File: src/rtl/uart_xmtr.sv
// uart_xmtr: valid/ready byte input, FIFO buffer, 8N1/8N2 serializer.
// Optional even-parity bit between D7 and the stop bit(s) when the
// UART_XMTR_PARITY_EN macro is defined; default build has no parity.
module uart_xmtr #(
    parameter int CLKS_PER_BIT = 16,
    parameter int FIFO_DEPTH   = 16,
    parameter int STOP_BITS    = 1
) (
    input  logic                          clock,
    input  logic                          reset,
    input  logic                          enable,
    input  logic [7:0]                    tx_data,
    input  logic                          tx_valid,
    output logic                          tx_ready,
    output logic                          uart_sout,
    output logic                          busy,
    output logic                          frame_done,
    output logic [$clog2(FIFO_DEPTH):0]   fifo_count
);

    localparam int PW        = $clog2(FIFO_DEPTH);
    localparam int CW        = PW + 1;
    localparam int STOP_CLKS = STOP_BITS * CLKS_PER_BIT;
    // Timer is shared by all states, so it is sized for the longest hold (stop).
    localparam int TW        = $clog2(STOP_CLKS);

    localparam logic [TW-1:0] BIT_LOAD  = TW'(CLKS_PER_BIT - 1);
    localparam logic [TW-1:0] STOP_LOAD = TW'(STOP_CLKS - 1);
    localparam logic [CW-1:0] FULL      = CW'(FIFO_DEPTH);

    typedef enum logic [2:0] {
        S_IDLE,
        S_START,
        S_DATA,
`ifdef UART_XMTR_PARITY_EN
        S_PARITY,
`endif
        S_STOP
    } state_t;

    state_t          state_q, state_d;
    logic [TW-1:0]   timer_q, timer_d;
    logic [2:0]      bit_idx_q, bit_idx_d;
    logic [7:0]      shift_q, shift_d;
    logic            sout_q, sout_d;
    logic [CW-1:0]   count_q, count_d;
    logic [PW-1:0]   wr_ptr_q, wr_ptr_d;
    logic [PW-1:0]   rd_ptr_q, rd_ptr_d;
    logic [7:0]      mem_q [FIFO_DEPTH];
`ifdef UART_XMTR_PARITY_EN
    logic            par_q, par_d;
`endif

    logic            push;
    logic            pop;
    logic            start_ok;
    logic            bit_end;
    logic [7:0]      rd_data;

    assign tx_ready   = (count_q != FULL);
    assign push       = tx_valid && tx_ready;
    assign start_ok   = enable && (count_q != '0);
    assign bit_end    = (timer_q == '0);
    assign rd_data    = mem_q[rd_ptr_q];
    assign uart_sout  = sout_q;
    assign busy       = (state_q != S_IDLE);
    assign frame_done = (state_q == S_STOP) && bit_end;
    assign fifo_count = count_q;

    // FIFO storage: no reset needed, validity is tracked by count/pointers.
    always_ff @(posedge clock) begin
        if (push) mem_q[wr_ptr_q] <= tx_data;
    end

    // FIFO pointer and occupancy next-state.
    always_comb begin
        wr_ptr_d = wr_ptr_q;
        rd_ptr_d = rd_ptr_q;
        count_d  = count_q;
        if (push) wr_ptr_d = wr_ptr_q + 1'b1;
        if (pop)  rd_ptr_d = rd_ptr_q + 1'b1;
        case ({push, pop})
            2'b10:   count_d = count_q + 1'b1;
            2'b01:   count_d = count_q - 1'b1;
            default: count_d = count_q;
        endcase
    end

    // Frame FSM: next state, bit timer, shifter and registered line value.
    always_comb begin
        state_d   = state_q;
        timer_d   = timer_q;
        bit_idx_d = bit_idx_q;
        shift_d   = shift_q;
        sout_d    = sout_q;
        pop       = 1'b0;
`ifdef UART_XMTR_PARITY_EN
        par_d     = par_q;
`endif
        case (state_q)
            S_IDLE: begin
                sout_d = 1'b1;
                if (start_ok) begin
                    state_d = S_START;
                    pop     = 1'b1;
                    shift_d = rd_data;
                    timer_d = BIT_LOAD;
                    sout_d  = 1'b0;
`ifdef UART_XMTR_PARITY_EN
                    par_d   = ^rd_data;
`endif
                end
            end
            S_START: begin
                if (bit_end) begin
                    state_d   = S_DATA;
                    timer_d   = BIT_LOAD;
                    bit_idx_d = 3'd0;
                    sout_d    = shift_q[0];
                    shift_d   = shift_q >> 1;
                end else begin
                    timer_d = timer_q - 1'b1;
                end
            end
            S_DATA: begin
                if (bit_end) begin
                    if (bit_idx_q == 3'd7) begin
`ifdef UART_XMTR_PARITY_EN
                        state_d = S_PARITY;
                        timer_d = BIT_LOAD;
                        sout_d  = par_q;
`else
                        state_d = S_STOP;
                        timer_d = STOP_LOAD;
                        sout_d  = 1'b1;
`endif
                    end else begin
                        bit_idx_d = bit_idx_q + 1'b1;
                        timer_d   = BIT_LOAD;
                        sout_d    = shift_q[0];
                        shift_d   = shift_q >> 1;
                    end
                end else begin
                    timer_d = timer_q - 1'b1;
                end
            end
`ifdef UART_XMTR_PARITY_EN
            S_PARITY: begin
                if (bit_end) begin
                    state_d = S_STOP;
                    timer_d = STOP_LOAD;
                    sout_d  = 1'b1;
                end else begin
                    timer_d = timer_q - 1'b1;
                end
            end
`endif
            S_STOP: begin
                if (bit_end) begin
                    // Chain straight into the next start bit when data is waiting.
                    if (start_ok) begin
                        state_d = S_START;
                        pop     = 1'b1;
                        shift_d = rd_data;
                        timer_d = BIT_LOAD;
                        sout_d  = 1'b0;
`ifdef UART_XMTR_PARITY_EN
                        par_d   = ^rd_data;
`endif
                    end else begin
                        state_d = S_IDLE;
                        sout_d  = 1'b1;
                    end
                end else begin
                    timer_d = timer_q - 1'b1;
                end
            end
            default: begin
                state_d = S_IDLE;
                sout_d  = 1'b1;
            end
        endcase
    end

    // State register; async reset forces the line high without a clock edge.
    always_ff @(posedge clock or posedge reset) begin
        if (reset) begin
            state_q   <= S_IDLE;
            timer_q   <= '0;
            bit_idx_q <= '0;
            shift_q   <= '0;
            sout_q    <= 1'b1;
            count_q   <= '0;
            wr_ptr_q  <= '0;
            rd_ptr_q  <= '0;
`ifdef UART_XMTR_PARITY_EN
            par_q     <= 1'b0;
`endif
        end else begin
            state_q   <= state_d;
            timer_q   <= timer_d;
            bit_idx_q <= bit_idx_d;
            shift_q   <= shift_d;
            sout_q    <= sout_d;
            count_q   <= count_d;
            wr_ptr_q  <= wr_ptr_d;
            rd_ptr_q  <= rd_ptr_d;
`ifdef UART_XMTR_PARITY_EN
            par_q     <= par_d;
`endif
        end
    end

endmodule

File: config.mk
export PLATFORM = sky130hd
export DESIGN_NAME = uart_xmtr
export DESIGN_NICKNAME = d
export VERILOG_FILES = /design/src/rtl/uart_xmtr.sv
export SDC_FILE = /design/constraint.sdc
export NUM_CORES = 1
export LEC_CHECK = 0
export BUFFER_PORTS_ARGS = -buffer_cell sky130_fd_sc_hd__buf_2
export CAP_MARGIN = 20
export CORE_AREA = 2 2 154 118
export CTS_CLUSTER_DIAMETER = 50
export CTS_CLUSTER_SIZE = 40
export DETAILED_ROUTE_END_ITERATION = 16
export DIE_AREA = 0 0 156 120
export PLACE_DENSITY = 0.57
export REMOVE_ABC_BUFFERS = 1
export SYNTH_ARGS = -nofsm -noshare
export SYNTH_HDL_FRONTEND = slang
export SYNTH_SLANG_ARGS = --single-unit
File: constraint.sdc
create_clock -name clock -period 3.05 [get_ports clock]
set_input_delay 0 -clock clock [delete_from_list [all_inputs] [get_ports clock]]
set_output_delay 0 -clock clock [all_outputs]
set_load 0.05 [all_outputs]
==> results.cfg <==
[synth]
synthTopCellsByArea = edfxtp_1 57%, dfrtp_1 11%, mux4_2 11%
synth-xor-area-share = 0.0155
ys_ff_latch = 159
ys.flop_type = edfxtp_1
synth_cells = 408
yosysTopAreaCellShare = 0.568
synth_edf_count = 128
synth_top_family_by_area = multiplexers
avgSynthCellArea_um2 = 16.6
synth-compound-area-share = 0.0708
synthAdderAreaFrac = 0.0296
synth_area_leader_cell = edfxtp_1
ys_seq_area_frac = 0.683
async_flop_share = 0.195
synthSimpleGateAreaFrac = 0.0555
synth_mux_area_frac = 0.125
yosysWarnings = 0
syn_area_mm2 = 0.00677
synthDistinctLibCells = 52

[setup_path]
startpoint_type = register
crit_type = register to register
critPathCaptureType = register
crit_path_top_delay_cell = dfrtp_1
path_buf_inv = 1
cp_data_required_time_ns = 3.38
crit_family = adder cells
crit_chain = inv_1, ha_1, nor3b_2, a21oi_1, nor3_4, ha_4, xor2_1, ha_1, nand2_1, nor2_1, o21ai_0, a31oi_1, xor2_1
cpPeakStageDelay_ns = 0.41
cp_data_arrival_time_ns = 3.04
critPathMaxFanout = 9

[placement]
dpl.hpwl_um = 9000
gp_congestion = 0.812
post_dp_cell_area_mm2 = 0.00725
place_inst = 655
port-buffer-count = 20

[detailed_routing]
wl_um = 13500
dr.pass1.iters = 5
drtIter0Drc = 220
drc = 0
wl_per_cell_um = 19.5
final_antenna_net_count = 0
vias = 3655
routed_via_density = 5.27

[die]
coreArea_mm2 = 0.0173
die_area_mm2 = 0.0187
io_pins = 21
start_util = 0.391
die_h_um = 120
fp.dieW_um = 156
rows = 42

[layout]
drive_above_1_share = 0.259
final_nets = 491
post-route-util = 0.459
final_cell_mix = 128 x edfxtp_1, 32 x mux4_2, 29 x dfrtp_1
diodes = 0
fillers = 1485
final_area_mm2 = 0.00794
layout_commonest_cell = edfxtp_1
synthToLayoutAreaGrowth_pct = 17.4
final_cells = 694

[clock_network]
clk_latency_ns = 0.42
path_clk_slew_ns = 0.06
cts_sinks = 159
cts_root_buf = clkbuf_16
cts_buffers = 17
htreeDepth = 4
cts_tree = yes
cts.path.max_buffers = 2
cts_post_setup_buffers_inserted = 0

[timing]
hold_violations = 0
rsz0062_at_grt = no
setup_viol = 0
relSlewSlack = 0.400
whs_ns = 0.102
fin_skew_ns = 0.0118
clock.fmax_ghz = 0.369
min_period_ns = 2.71
finalCritPeriodShare = 0.888
drv_slew = 0
tightestPinTransition_ns = 0.899

[grt]
grt_max_degree = 22
grt_pass1_wl_um = 21200
antenna_found_initial = 0
grt_pass1_vias = 3750
grt_overflow = 0
grt_use_total = 0.156

[power]
p_leak_nw = 2.82
powerDensity_mw_per_mm2 = 1010
p_total_mw = 8.03
ir_drop_uv = 491

[worst_hold_path]
hp-class = input pin to register

[job]
max_cap_viol_count = 0

[outcome]
status = finished, final reports clean
## Yosys cell counts (4+ instances only)
cell and instances:
edfxtp_1 128, mux4_2 32, dfrtp_1 30, nor2_1 24, nand2_1 21, a21oi_1 20, o21ai_0 18, ha_1 16
a22oi_1 11, inv_1 11, clkbuf_1 9, xnor2_1 7, mux2_2 6, nor3_1 6, nor2b_1 5, xor2_1 5
mux2i_1 4
## tightest hold or removal path: stages
cell     delay, ns
buf_2         0.12
o21ai_4       0.13
nor3_4        0.10
xor2_1        0.13
## report_power, final
part / switching, mW / internal (mW) / total (mW)
Clock: 0.854 / 1.29 / 2.14
Sequential: 0.405 / 2.73 / 3.14
Combinational: 1.53 / 1.23 / 2.75
## kinds of logic (layout without fill, tap and decap cells)
logic type      after synthesis  in the layout
fa+ha+maj                    16             16
mux                          43             43
xor+xnor                     12             12
buf+inv                      30             96
compound gates               73             73
flops                       159            159
simple gates                 75             75
## routing by layer
layer	vias up	share of wire	routed length, um	GRT usage
met5	-	0	0	0
met4	0	0.0064	87	0.0361
met3	7	0.054	728	0.0466
met2	104	0.46	6220	0.235
met1	1844	0.48	6490	0.223
li1	1700	-	-	-
## area by class of cell
class	count	area [um^2]	area share
repair buffers	55	398	0.0501
well taps	220	275	0.0347
multi-input cells	219	2020	0.254
clock buffers	18	429	0.0540
clock inverters	12	160	0.0202
flip-flops and latches	159	4620	0.582
inverters	11	41.3	0.00520
## metrics by stage
stage                     setup WS [ns]  setup TNS, ns
after floorplan                 -0.0196        -0.0196
after global placement            0.299              0
after detailed placement          0.222              0
after CTS                         0.206              0
after global routing             0.0754              0
final                             0.343              0
## worst paths after layout
check                      startpoint             to  slack [ns]  depth (start not counted)
max                        timer_q[0]  fifo_count[4]        0.34                         13
min                            enable    rd_ptr_q[0]        0.10                          4
max reg2reg                timer_q[0]  fifo_count[4]        0.34                         13
min reg2reg                 uart_sout      uart_sout        0.48                          2
max in group asynchronous       reset      uart_sout        1.96                          4
min in group asynchronous       reset  fifo_count[3]        0.32                          3
## sequential cells by signal, summed over array words and instances (netlist names)
| name | cells |
|---|---|
| mem_q | 128 |
| shift_q | 8 |
| fifo_count | 5 |
| rd_ptr_q | 4 |
| timer_q | 4 |
| wr_ptr_q | 4 |
| bit_idx_q | 3 |
| state_q | 2 |
| uart_sout | 1 |
## timing repair
action                     CTS  global route
hold endpoints to repair   148             0
gates resized for setup      0             2
setup endpoints to repair    0             1
hold buffers                 9             0
(Power assumes the default switching activity.)
